===== src/rtl/idu_pkg.sv =====
// idu_pkg: shared definitions for the buffered decode queue.
//   - RV32I/RV64I major opcode constants and the ebreak encoding
//   - alu_op encoding (4 bits) and one-hot inst_type encoding (IRSBUJ)
//   - idu_bundle_t: decoded control/register bundle held in each FIFO entry
//   - alu_op_of(): maps funct3 plus the alternate bit (inst[30]) to an ALU op
// Optional build macro used by the decoder: IDU_RVE_EN (RV32E register range).
package idu_pkg;

   localparam logic [6:0] OPC_LOAD   = 7'b0000011;
   localparam logic [6:0] OPC_STORE  = 7'b0100011;
   localparam logic [6:0] OPC_BRANCH = 7'b1100011;
   localparam logic [6:0] OPC_JALR   = 7'b1100111;
   localparam logic [6:0] OPC_JAL    = 7'b1101111;
   localparam logic [6:0] OPC_OP_IMM = 7'b0010011;
   localparam logic [6:0] OPC_OP     = 7'b0110011;
   localparam logic [6:0] OPC_LUI    = 7'b0110111;
   localparam logic [6:0] OPC_AUIPC  = 7'b0010111;
   localparam logic [6:0] OPC_SYSTEM = 7'b1110011;

   localparam logic [31:0] INST_EBREAK = 32'h0010_0073;

   localparam logic [3:0] ALU_ADD   = 4'd0;
   localparam logic [3:0] ALU_SUB   = 4'd1;
   localparam logic [3:0] ALU_SLL   = 4'd2;
   localparam logic [3:0] ALU_SLT   = 4'd3;
   localparam logic [3:0] ALU_SLTU  = 4'd4;
   localparam logic [3:0] ALU_XOR   = 4'd5;
   localparam logic [3:0] ALU_SRL   = 4'd6;
   localparam logic [3:0] ALU_SRA   = 4'd7;
   localparam logic [3:0] ALU_OR    = 4'd8;
   localparam logic [3:0] ALU_AND   = 4'd9;
   localparam logic [3:0] ALU_PASSB = 4'd10;

   // One-hot instruction format, bit5 = I down to bit0 = J.
   localparam logic [5:0] TYPE_I = 6'b100000;
   localparam logic [5:0] TYPE_R = 6'b010000;
   localparam logic [5:0] TYPE_S = 6'b001000;
   localparam logic [5:0] TYPE_B = 6'b000100;
   localparam logic [5:0] TYPE_U = 6'b000010;
   localparam logic [5:0] TYPE_J = 6'b000001;

   typedef struct packed {
      logic [5:0] inst_type;
      logic [4:0] rs1;
      logic [4:0] rs2;
      logic [4:0] rd;
      logic [2:0] funct3;
      logic [3:0] alu_op;
      logic       alu_src;
      logic       mem_read;
      logic       mem_write;
      logic       mem_to_reg;
      logic       reg_write;
      logic       branch;
      logic       jump;
      logic       ebreak;
      logic       illegal;
   } idu_bundle_t;

   // alt selects SUB over ADD and SRA over SRL; it is ignored elsewhere.
   function automatic logic [3:0] alu_op_of(input logic [2:0] funct3, input logic alt);
      logic [3:0] op;
      case (funct3)
         3'd0:    op = alt ? ALU_SUB : ALU_ADD;
         3'd1:    op = ALU_SLL;
         3'd2:    op = ALU_SLT;
         3'd3:    op = ALU_SLTU;
         3'd4:    op = ALU_XOR;
         3'd5:    op = alt ? ALU_SRA : ALU_SRL;
         3'd6:    op = ALU_OR;
         3'd7:    op = ALU_AND;
         default: op = ALU_ADD;
      endcase
      return op;
   endfunction

endpackage


===== src/rtl/idu_dec_core.sv =====
// idu_dec_core: purely combinational RV32I/RV64I base-set decoder.
// Ports:
//   inst   [31:0]      raw instruction word
//   pc     [XLEN-1:0]  PC of inst (forwarded on pc_o so the entry travels as one unit)
//   bundle             decoded control/register bundle (idu_bundle_t)
//   imm    [XLEN-1:0]  sign-extended immediate for the decoded format
//   pc_o   [XLEN-1:0]  copy of pc
// Build macro: IDU_RVE_EN -- when defined, any used register index >= 16 is illegal.
module idu_dec_core import idu_pkg::*; #(
   parameter int XLEN = 32
) (
   input  logic [31:0]     inst,
   input  logic [XLEN-1:0] pc,
   output idu_bundle_t     bundle,
   output logic [XLEN-1:0] imm,
   output logic [XLEN-1:0] pc_o
);

   logic [6:0]      opcode_s;
   logic [2:0]      funct3_s;
   logic [6:0]      funct7_s;
   logic [XLEN-1:0] imm_i_s, imm_s_s, imm_b_s, imm_u_s, imm_j_s;
   logic            shamt_ok_s;
   logic            ill_s;
   idu_bundle_t     dec_s;
   logic [XLEN-1:0] imm_raw_s;

   assign opcode_s = inst[6:0];
   assign funct3_s = inst[14:12];
   assign funct7_s = inst[31:25];

   assign imm_i_s = XLEN'($signed(inst[31:20]));
   assign imm_s_s = XLEN'($signed({inst[31:25], inst[11:7]}));
   assign imm_b_s = XLEN'($signed({inst[31], inst[7], inst[30:25], inst[11:8], 1'b0}));
   assign imm_u_s = XLEN'($signed({inst[31:12], 12'h000}));
   assign imm_j_s = XLEN'($signed({inst[31], inst[19:12], inst[20], inst[30:21], 1'b0}));

   // Shift-immediate upper field check; RV64 uses a 6-bit shamt so only inst[31:26] qualifies.
   always_comb begin
      if (XLEN == 64) begin
         shamt_ok_s = (inst[31:26] == 6'b000000) ||
                      ((inst[31:26] == 6'b010000) && (funct3_s == 3'd5));
      end else begin
         shamt_ok_s = (funct7_s == 7'h00) ||
                      ((funct7_s == 7'h20) && (funct3_s == 3'd5));
      end
   end

   // Main decode: format, register usage, ALU op, control flags and legality.
   always_comb begin
      dec_s        = '0;
      imm_raw_s    = '0;
      ill_s        = 1'b0;
      dec_s.funct3 = funct3_s;
      case (opcode_s)
         OPC_OP: begin
            dec_s.inst_type = TYPE_R;
            dec_s.rs1       = inst[19:15];
            dec_s.rs2       = inst[24:20];
            dec_s.rd        = inst[11:7];
            dec_s.alu_op    = alu_op_of(funct3_s, inst[30]);
            if ((funct7_s != 7'h00) && (funct7_s != 7'h20)) begin
               ill_s = 1'b1;
            end else if ((funct7_s == 7'h20) && (funct3_s != 3'd0) && (funct3_s != 3'd5)) begin
               ill_s = 1'b1;
            end else begin
               ill_s = 1'b0;
            end
         end
         OPC_OP_IMM: begin
            dec_s.inst_type = TYPE_I;
            dec_s.rs1       = inst[19:15];
            dec_s.rd        = inst[11:7];
            dec_s.alu_src   = 1'b1;
            dec_s.alu_op    = alu_op_of(funct3_s, (funct3_s == 3'd5) && inst[30]);
            imm_raw_s       = imm_i_s;
            ill_s           = ((funct3_s == 3'd1) || (funct3_s == 3'd5)) && !shamt_ok_s;
         end
         OPC_LOAD: begin
            dec_s.inst_type  = TYPE_I;
            dec_s.rs1        = inst[19:15];
            dec_s.rd         = inst[11:7];
            dec_s.alu_op     = ALU_ADD;
            dec_s.alu_src    = 1'b1;
            dec_s.mem_read   = 1'b1;
            dec_s.mem_to_reg = 1'b1;
            imm_raw_s        = imm_i_s;
            ill_s = (funct3_s == 3'd7) ||
                    ((XLEN == 32) && ((funct3_s == 3'd3) || (funct3_s == 3'd6)));
         end
         OPC_STORE: begin
            dec_s.inst_type = TYPE_S;
            dec_s.rs1       = inst[19:15];
            dec_s.rs2       = inst[24:20];
            dec_s.alu_op    = ALU_ADD;
            dec_s.alu_src   = 1'b1;
            dec_s.mem_write = 1'b1;
            imm_raw_s       = imm_s_s;
            ill_s = (XLEN == 32) ? (funct3_s > 3'd2) : (funct3_s > 3'd3);
         end
         OPC_BRANCH: begin
            dec_s.inst_type = TYPE_B;
            dec_s.rs1       = inst[19:15];
            dec_s.rs2       = inst[24:20];
            dec_s.alu_op    = ALU_SUB;
            dec_s.branch    = 1'b1;
            imm_raw_s       = imm_b_s;
            ill_s = (funct3_s == 3'd2) || (funct3_s == 3'd3);
         end
         OPC_JALR: begin
            dec_s.inst_type = TYPE_I;
            dec_s.rs1       = inst[19:15];
            dec_s.rd        = inst[11:7];
            dec_s.alu_op    = ALU_ADD;
            dec_s.alu_src   = 1'b1;
            dec_s.jump      = 1'b1;
            imm_raw_s       = imm_i_s;
            ill_s           = (funct3_s != 3'd0);
         end
         OPC_JAL: begin
            dec_s.inst_type = TYPE_J;
            dec_s.rd        = inst[11:7];
            dec_s.alu_op    = ALU_ADD;
            dec_s.alu_src   = 1'b1;
            dec_s.jump      = 1'b1;
            imm_raw_s       = imm_j_s;
         end
         OPC_LUI: begin
            dec_s.inst_type = TYPE_U;
            dec_s.rd        = inst[11:7];
            dec_s.alu_op    = ALU_PASSB;
            dec_s.alu_src   = 1'b1;
            imm_raw_s       = imm_u_s;
         end
         OPC_AUIPC: begin
            // EXU selects the PC as operand A for U-type with ADD.
            dec_s.inst_type = TYPE_U;
            dec_s.rd        = inst[11:7];
            dec_s.alu_op    = ALU_ADD;
            dec_s.alu_src   = 1'b1;
            imm_raw_s       = imm_u_s;
         end
         OPC_SYSTEM: begin
            if (inst == INST_EBREAK) begin
               dec_s.inst_type = TYPE_I;
               dec_s.ebreak    = 1'b1;
               imm_raw_s       = imm_i_s;
            end else begin
               ill_s = 1'b1;
            end
         end
         default: ill_s = 1'b1;
      endcase
`ifdef IDU_RVE_EN
      // Unused index fields are already zero, so only live registers are tested.
      ill_s = ill_s | dec_s.rs1[4] | dec_s.rs2[4] | dec_s.rd[4];
`endif
      // rd is only populated for R/I/U/J, so this also excludes S and B.
      dec_s.reg_write = (dec_s.rd != 5'd0);
      if (ill_s) begin
         dec_s         = '0;
         dec_s.funct3  = funct3_s;
         dec_s.illegal = 1'b1;
         imm_raw_s     = '0;
      end else begin
         dec_s.illegal = 1'b0;
      end
   end

   assign bundle = dec_s;
   assign imm    = imm_raw_s;
   assign pc_o   = pc;

endmodule


===== src/rtl/idu_queue.sv =====
// idu_queue: buffered decode stage between IFU and EXU.
// Instructions accepted on the in_* valid/ready handshake are decoded by
// idu_dec_core and written into a DEPTH-entry FIFO; the head entry is shown on
// the out_* handshake (all payload zero while empty). flush empties the queue
// at the next edge and wins over push and pop.
// Ports: clk, rst (async, active high); in_valid/in_ready/in_inst/in_pc;
//   flush; out_valid/out_ready; decoded head fields out_pc .. out_illegal;
//   out_level (occupancy).
// Parameters: XLEN (32 or 64), DEPTH (power of two, >= 2).
// Build macro: IDU_RVE_EN (RV32E register range check inside the decoder).
module idu_queue import idu_pkg::*; #(
   parameter int XLEN  = 32,
   parameter int DEPTH = 4
) (
   input  logic                       clk,
   input  logic                       rst,
   input  logic                       in_valid,
   output logic                       in_ready,
   input  logic [31:0]                in_inst,
   input  logic [XLEN-1:0]            in_pc,
   input  logic                       flush,
   output logic                       out_valid,
   input  logic                       out_ready,
   output logic [XLEN-1:0]            out_pc,
   output logic [4:0]                 out_rs1,
   output logic [4:0]                 out_rs2,
   output logic [4:0]                 out_rd,
   output logic [2:0]                 out_funct3,
   output logic [XLEN-1:0]            out_imm,
   output logic [5:0]                 out_inst_type,
   output logic [3:0]                 out_alu_op,
   output logic                       out_alu_src,
   output logic                       out_mem_read,
   output logic                       out_mem_write,
   output logic                       out_mem_to_reg,
   output logic                       out_reg_write,
   output logic                       out_branch,
   output logic                       out_jump,
   output logic                       out_ebreak,
   output logic                       out_illegal,
   output logic [$clog2(DEPTH+1)-1:0] out_level
);

   localparam int AW = $clog2(DEPTH);
   localparam int LW = $clog2(DEPTH + 1);

   idu_bundle_t     dec_bundle_s;
   logic [XLEN-1:0] dec_imm_s, dec_pc_s;

   idu_bundle_t     bundle_q [DEPTH];
   idu_bundle_t     bundle_d [DEPTH];
   logic [XLEN-1:0] imm_q    [DEPTH];
   logic [XLEN-1:0] imm_d    [DEPTH];
   logic [XLEN-1:0] pc_q     [DEPTH];
   logic [XLEN-1:0] pc_d     [DEPTH];
   logic [AW-1:0]   wr_ptr_q, wr_ptr_d, rd_ptr_q, rd_ptr_d;
   logic [LW-1:0]   level_q, level_d;
   logic            full_s, empty_s, push_s, pop_s;
   idu_bundle_t     head_s;
   logic [XLEN-1:0] head_imm_s, head_pc_s;

   idu_dec_core #(.XLEN(XLEN)) u_dec (
      .inst   (in_inst),
      .pc     (in_pc),
      .bundle (dec_bundle_s),
      .imm    (dec_imm_s),
      .pc_o   (dec_pc_s)
   );

   // Full blocks a push even when a pop happens in the same cycle.
   assign full_s    = (level_q == LW'(DEPTH));
   assign empty_s   = (level_q == '0);
   assign in_ready  = !full_s;
   assign out_valid = !empty_s;
   assign push_s    = in_valid && !full_s && !flush;
   assign pop_s     = out_ready && !empty_s && !flush;

   // Next-state pointers and occupancy; flush clears everything.
   always_comb begin
      if (flush) begin
         wr_ptr_d = '0;
         rd_ptr_d = '0;
         level_d  = '0;
      end else begin
         wr_ptr_d = push_s ? (wr_ptr_q + AW'(1)) : wr_ptr_q;
         rd_ptr_d = pop_s  ? (rd_ptr_q + AW'(1)) : rd_ptr_q;
         case ({push_s, pop_s})
            2'b10:   level_d = level_q + LW'(1);
            2'b01:   level_d = level_q - LW'(1);
            default: level_d = level_q;
         endcase
      end
   end

   // Write the decoded bundle into the slot at the write pointer.
   always_comb begin
      for (int i = 0; i < DEPTH; i++) begin
         if (push_s && (wr_ptr_q == AW'(i))) begin
            bundle_d[i] = dec_bundle_s;
            imm_d[i]    = dec_imm_s;
            pc_d[i]     = dec_pc_s;
         end else begin
            bundle_d[i] = bundle_q[i];
            imm_d[i]    = imm_q[i];
            pc_d[i]     = pc_q[i];
         end
      end
   end

   // State registers.
   always_ff @(posedge clk or posedge rst) begin
      if (rst) begin
         wr_ptr_q <= '0;
         rd_ptr_q <= '0;
         level_q  <= '0;
         for (int i = 0; i < DEPTH; i++) begin
            bundle_q[i] <= '0;
            imm_q[i]    <= '0;
            pc_q[i]     <= '0;
         end
      end else begin
         wr_ptr_q <= wr_ptr_d;
         rd_ptr_q <= rd_ptr_d;
         level_q  <= level_d;
         for (int i = 0; i < DEPTH; i++) begin
            bundle_q[i] <= bundle_d[i];
            imm_q[i]    <= imm_d[i];
            pc_q[i]     <= pc_d[i];
         end
      end
   end

   // Head entry, forced to zero while the queue is empty.
   always_comb begin
      if (empty_s) begin
         head_s     = '0;
         head_imm_s = '0;
         head_pc_s  = '0;
      end else begin
         head_s     = bundle_q[rd_ptr_q];
         head_imm_s = imm_q[rd_ptr_q];
         head_pc_s  = pc_q[rd_ptr_q];
      end
   end

   assign out_pc         = head_pc_s;
   assign out_imm        = head_imm_s;
   assign out_rs1        = head_s.rs1;
   assign out_rs2        = head_s.rs2;
   assign out_rd         = head_s.rd;
   assign out_funct3     = head_s.funct3;
   assign out_inst_type  = head_s.inst_type;
   assign out_alu_op     = head_s.alu_op;
   assign out_alu_src    = head_s.alu_src;
   assign out_mem_read   = head_s.mem_read;
   assign out_mem_write  = head_s.mem_write;
   assign out_mem_to_reg = head_s.mem_to_reg;
   assign out_reg_write  = head_s.reg_write;
   assign out_branch     = head_s.branch;
   assign out_jump       = head_s.jump;
   assign out_ebreak     = head_s.ebreak;
   assign out_illegal    = head_s.illegal;
   assign out_level      = level_q;

endmodule


===== config.mk =====
export PLATFORM = sky130hd
export DESIGN_NAME = idu_queue
export DESIGN_NICKNAME = d
export VERILOG_FILES = /design/src/rtl/idu_pkg.sv /design/src/rtl/idu_dec_core.sv /design/src/rtl/idu_queue.sv
export SDC_FILE = /design/constraint.sdc
export NUM_CORES = 1
export LEC_CHECK = 0
export CAP_MARGIN = 20
export CORE_MARGIN = 8
export CORE_UTILIZATION = 60
export CTS_CLUSTER_SIZE = 40
export DETAILED_ROUTE_END_ITERATION = 6
export PLACE_DENSITY = 0.81
export SETUP_SLACK_MARGIN = 0.2
export SYNTH_ARGS = -nofsm -noshare
export SYNTH_HDL_FRONTEND = slang
export SYNTH_SLANG_ARGS = --single-unit

===== constraint.sdc =====
create_clock -name clk -period 30.5 [get_ports clk]
set_input_delay 4.575 -clock clk [delete_from_list [all_inputs] [get_ports clk]]
set_output_delay 4.575 -clock clk [all_outputs]
set_load 0.01 [all_outputs]

==> results.md <==
### Setup path
- Arrival @ worst endpoint: 4170 ps
- type of the worst setup path: register to output pin
- worst flop-to-flop path endpoint: bundle_q[139]$_DFFE_PP0P_
- capturing element type of the critical path: output pin
- end of the critical path: out_funct3[2]
- stage delay of the slowest cell on the critical path: 850 ps
- startpoint of the worst register-to-register path: out_level[1]$_DFFE_PP0P_
- largest fanout of any net on the critical path: 46
- FF-to-FF path depth: 7
- kind of start point of the critical path: register
- ordered cell list for the critical path: buf_4 > buf_4 > mux4_2 > and2_1 > clkdlybuf4s50_1
- start point of the critical path: rd_ptr_q[0]$_DFFE_PP0P_
- library cell appearing most often on the critical path: buf_4
- Crit path required time: 25930 ps
- register-to-register path setup slack: 26860 ps
- cell with the biggest individual delay on the critical path: buf_4

### STA
- Layout Skew: 11.3 ps
- PnR worst setup slack: 21750 ps
- Fmax: 114 MHz
- headroom to the max-slew limit: 0.255
- Final Slew Violations: 0
- period utilisation layout: 0.287
- final hold viol count: 0
- setup repair after global routing missed its margin: false
- Final min period: 8750 ps
- transition time at the pin with the least slew margin: 1120 ps
- Setup-failing EPs final: 0
- summed negative setup slack over all endpoints: 0 ps

### Cells and area
- Reg area: 10200 sq um
- final core area utilization: 0.710
- Layout fillers: 2134
- Cell Count, Final, Fillers Out: 2090
- NumNets Final: 1727
- Area Growth Syn to Fin: 17.3%
- combined area of the multi-input logic cells: 8220 sq um
- share of cells above drive strength 1: 0.219

### Synthesis
- synthesis-stage register bit count: 407
- Netlist Area Pre-Place: 19000 sq um
- Yosys top cell area share: 0.536
- share of synthesized registers carrying an async set or reset: 1.00
- dominant synthesized flop cell: dfrtp_1
- share of synthesized area occupied by flip-flops and latches: 0.536
- post-synthesis average cell area: 12.3 sq um
- post-synthesis instance total: 1545
- biggest area consumer among synthesized cells: dfrtp_1
- number of nets produced by synthesis: 1619
- total of warnings raised by yosys: 0
- number of synthesized flops with an enable pin: 0
- Distinct cells, synth: 60
- main area contributors after synthesis: dfrtp_1 54%, mux4_2 12%, mux2_2 10%, nand2_1 4.6%, o21ai_0 3.7%

### Placed design
- Worst Setup Slack post-DPL: 22190 ps
- cell count after placement: 2008
- post-detail-place hpwl: 28.9 mm
- routability congestion estimate: 0.925
- quantity of I/O buffers inserted on ports: 174

### Clocking
- TritonCTS clock tree: built
- worst-case clock buffer depth: 3
- CTS Buf Count: 43
- Clk Latency, worst-skew pair: 540 ps
- clock tree root buffer cell: clkbuf_16
- Post-CTS Hold Buffers: 0
- CTS sink cnt: 407
- post-CTS repair timing setup buffer count: 0
- clk slew on worst S/H paths: 60 ps
- number of cells upsized or downsized after cts: 0
- count of H-tree levels built during CTS: 2

### Run status
- run status: finished, final reports clean

### Power and ir drop
- total power: 1.66 mW
- Internal Dissipation: 1.18 mW
- Static Leakage: 9.47 nW
- switching portion of total power: 0.287
- relative contribution of the clock network to total power: 0.319
- relative contribution of combinational cells to total power: 0.267
- pwr/cell area: 74.4 nW/um^2
- switching pwr: 0.476 mW
- IR Drop Worst-Case VDD: 0.0000661 V
- part of the total power dissipated in sequential elements: 0.414

### GRT
- overall overflow remaining after global route: 0
- via count of the first global-routing pass: 13.8k
- met1 GRT Util: 0.337
- number of antenna violations at the first check in global routing: 4
- largest net degree at the start of global routing: 204
- combined global-route utilization of all metal layers: 0.248
- layer carrying the most global-route usage: met2
- first-pass GRT wire length: 76.2 mm
- met2 track demand over resource: 0.396
- met3 routing resource usage after global routing: 0.0550

### Drt
- DR WL/cell: 22.4 um
- iteration-0 DRC count of the detailed router: 1153
- vias after detailed routing: 13.1k
- routed wire length: 46.7 mm
- Routed Antenna Nets: 0
- number of vias per cell: 6.27
- number of search-and-repair iterations in the first detailed-routing pass: 5
- number of DRC violations after detailed routing: 0

### Floorplan
- standard cell core area: 31400 sq um
- floorplan die area: 37600 sq um
- Die Span X: 194 um
- number of core rows: 65
- height of the die: 194 um
- number of I/O pins: 175
- Initial Util: 0.605

### Hold path
- min-delay worst type: register to register

### Job
- max capacitance violation total: 0

## worst min-delay path by stage
| stage | startpoint | endpoint | slack, ps | cells after the start |
|---|---|---|---|---|
| after detailed placement | imm_q[56]$_DFFE_PP0P_ | imm_q[56]$_DFFE_PP0P_ | 460 | 2 |
| after global routing | bundle_q[63]$_DFFE_PP0P_ | bundle_q[63]$_DFFE_PP0P_ | 500 | 1 |
| after floorplan | imm_q[44]$_DFFE_PP0P_ | imm_q[44]$_DFFE_PP0P_ | 440 | 2 |
| after global placement | imm_q[79]$_DFFE_PP0P_ | imm_q[79]$_DFFE_PP0P_ | 450 | 2 |
| after CTS | imm_q[56]$_DFFE_PP0P_ | imm_q[56]$_DFFE_PP0P_ | 470 | 2 |
| final | imm_q[56]$_DFFE_PP0P_ | imm_q[56]$_DFFE_PP0P_ | 470 | 2 |
## kinds of logic after synthesis
group,after synthesis,synth area share
buf+inv,132,0.0324
mux,271,0.220
fa+ha+maj,5,0.00369
compound gates,295,0.0979
xor+xnor,5,0.00231
simple gates,430,0.108
flops,407,0.536
## cell usage after synthesis (2+ instances only)
master,number
or3_1,2
clkbuf_1,53
buf_6,6
nor2_1,22
ha_1,4
and2_1,101
o21bai_1,2
dfrtp_1,407
a32o_1,22
nor2b_1,3
nor4_1,4
mux4_2,100
xnor2_1,2
nand2_1,232
inv_1,7
and3_1,7
nor3_1,7
a21o_1,2
o21a_1,2
o31ai_1,75
xor2_1,3
nand2b_1,4
a32oi_1,4
mux2_2,169
and4_1,2
a21oi_1,26
buf_4,3
buf_1,12
buf_2,51
nand3_1,21
nand4_1,11
o21ai_0,140
o21ai_1,8
nand2_2,4
mux2i_1,2
## power groups by stage
| stage | sequential, mW | combinational (mW) | clock, mW |
|---|---|---|---|
| after floorplan | 0.667 | 0.306 | 0 |
| after global placement | 0.689 | 0.434 | 0 |
| after detailed placement | 0.695 | 0.443 | 0 |
| after CTS | 0.687 | 0.448 | 0.534 |
| after global routing | 0.698 | 0.477 | 0.555 |
| final | 0.687 | 0.443 | 0.528 |
## cell type report
cell class | instances | share of cell area
flip-flops and latches | 407 | 0.457
multi-input cells | 1006 | 0.369
repair buffers | 188 | 0.0849
clock buffers | 60 | 0.0566
well taps | 402 | 0.0226
clock inverters | 18 | 0.00786
inverters | 7 | 0.00152
diodes | 2 | 0.000225
## cells in the final DEF, fill, tap and decap left out, types with 3 or more instances in the layout
| master | netlist | layout |
|---|---|---|
| nand4_1 | 11 | 11 |
| clkbuf_8 | 0 | 8 |
| mux2_2 | 169 | 169 |
| dfrtp_1 | 407 | 405 |
| a21oi_1 | 26 | 26 |
| o21ai_1 | 8 | 8 |
| clkdlybuf4s50_1 | 0 | 174 |
| clkbuf_1 | 53 | 7 |
| mux4_2 | 100 | 100 |
| nor3_1 | 7 | 7 |
| nand2b_1 | 4 | 4 |
| nor2b_1 | 3 | 3 |
| o31ai_1 | 75 | 75 |
| a32o_1 | 22 | 22 |
| xor2_1 | 3 | 3 |
| clkinv_2 | 0 | 11 |
| buf_4 | 3 | 11 |
| clkbuf_16 | 0 | 45 |
| ha_1 | 4 | 4 |
| inv_1 | 7 | 6 |
| nand3_1 | 21 | 21 |
| nor2_1 | 22 | 22 |
| and3_1 | 7 | 7 |
| and2_1 | 101 | 101 |
| a32oi_1 | 4 | 4 |
| clkinvlp_4 | 0 | 4 |
| nor4_1 | 4 | 4 |
| bufinv_16 | 0 | 3 |
| nand2_1 | 232 | 231 |
| o21ai_0 | 140 | 140 |
| nand2_4 | 1 | 5 |
## critical path: cells and delay by family (launching register included)
family / cells / cell delay, ps
buffers and inverters: 3 / 2020
flip-flops: 1 / 830
multiplexers: 1 / 600
AND/OR/NAND/NOR: 1 / 170
## sequential cells by signal (all words and copies together), names as in the netlist
register	flops
rd_ptr_q	2
pc_q	128
bundle_q	144
imm_q	128
wr_ptr_q	2
out_level	3
## metrics by stage
step	area [sq um]	hold WS, ps
6_report	22300	470
5_1_grt	22300	496
4_1_cts	22200	475
3_5_place_dp	20800	462
3_3_place_gp	20800	455
2_1_floorplan	19000	443
## layer usage
| metal | part of all wire | vias to the layer above |
|---|---|---|
| li1 | - | 5821 |
| met1 | 0.41 | 6671 |
| met2 | 0.48 | 500 |
| met3 | 0.076 | 103 |
| met4 | 0.030 | 4 |
| met5 | 0.00049 | - |
(Power assumes the default switching activity.)
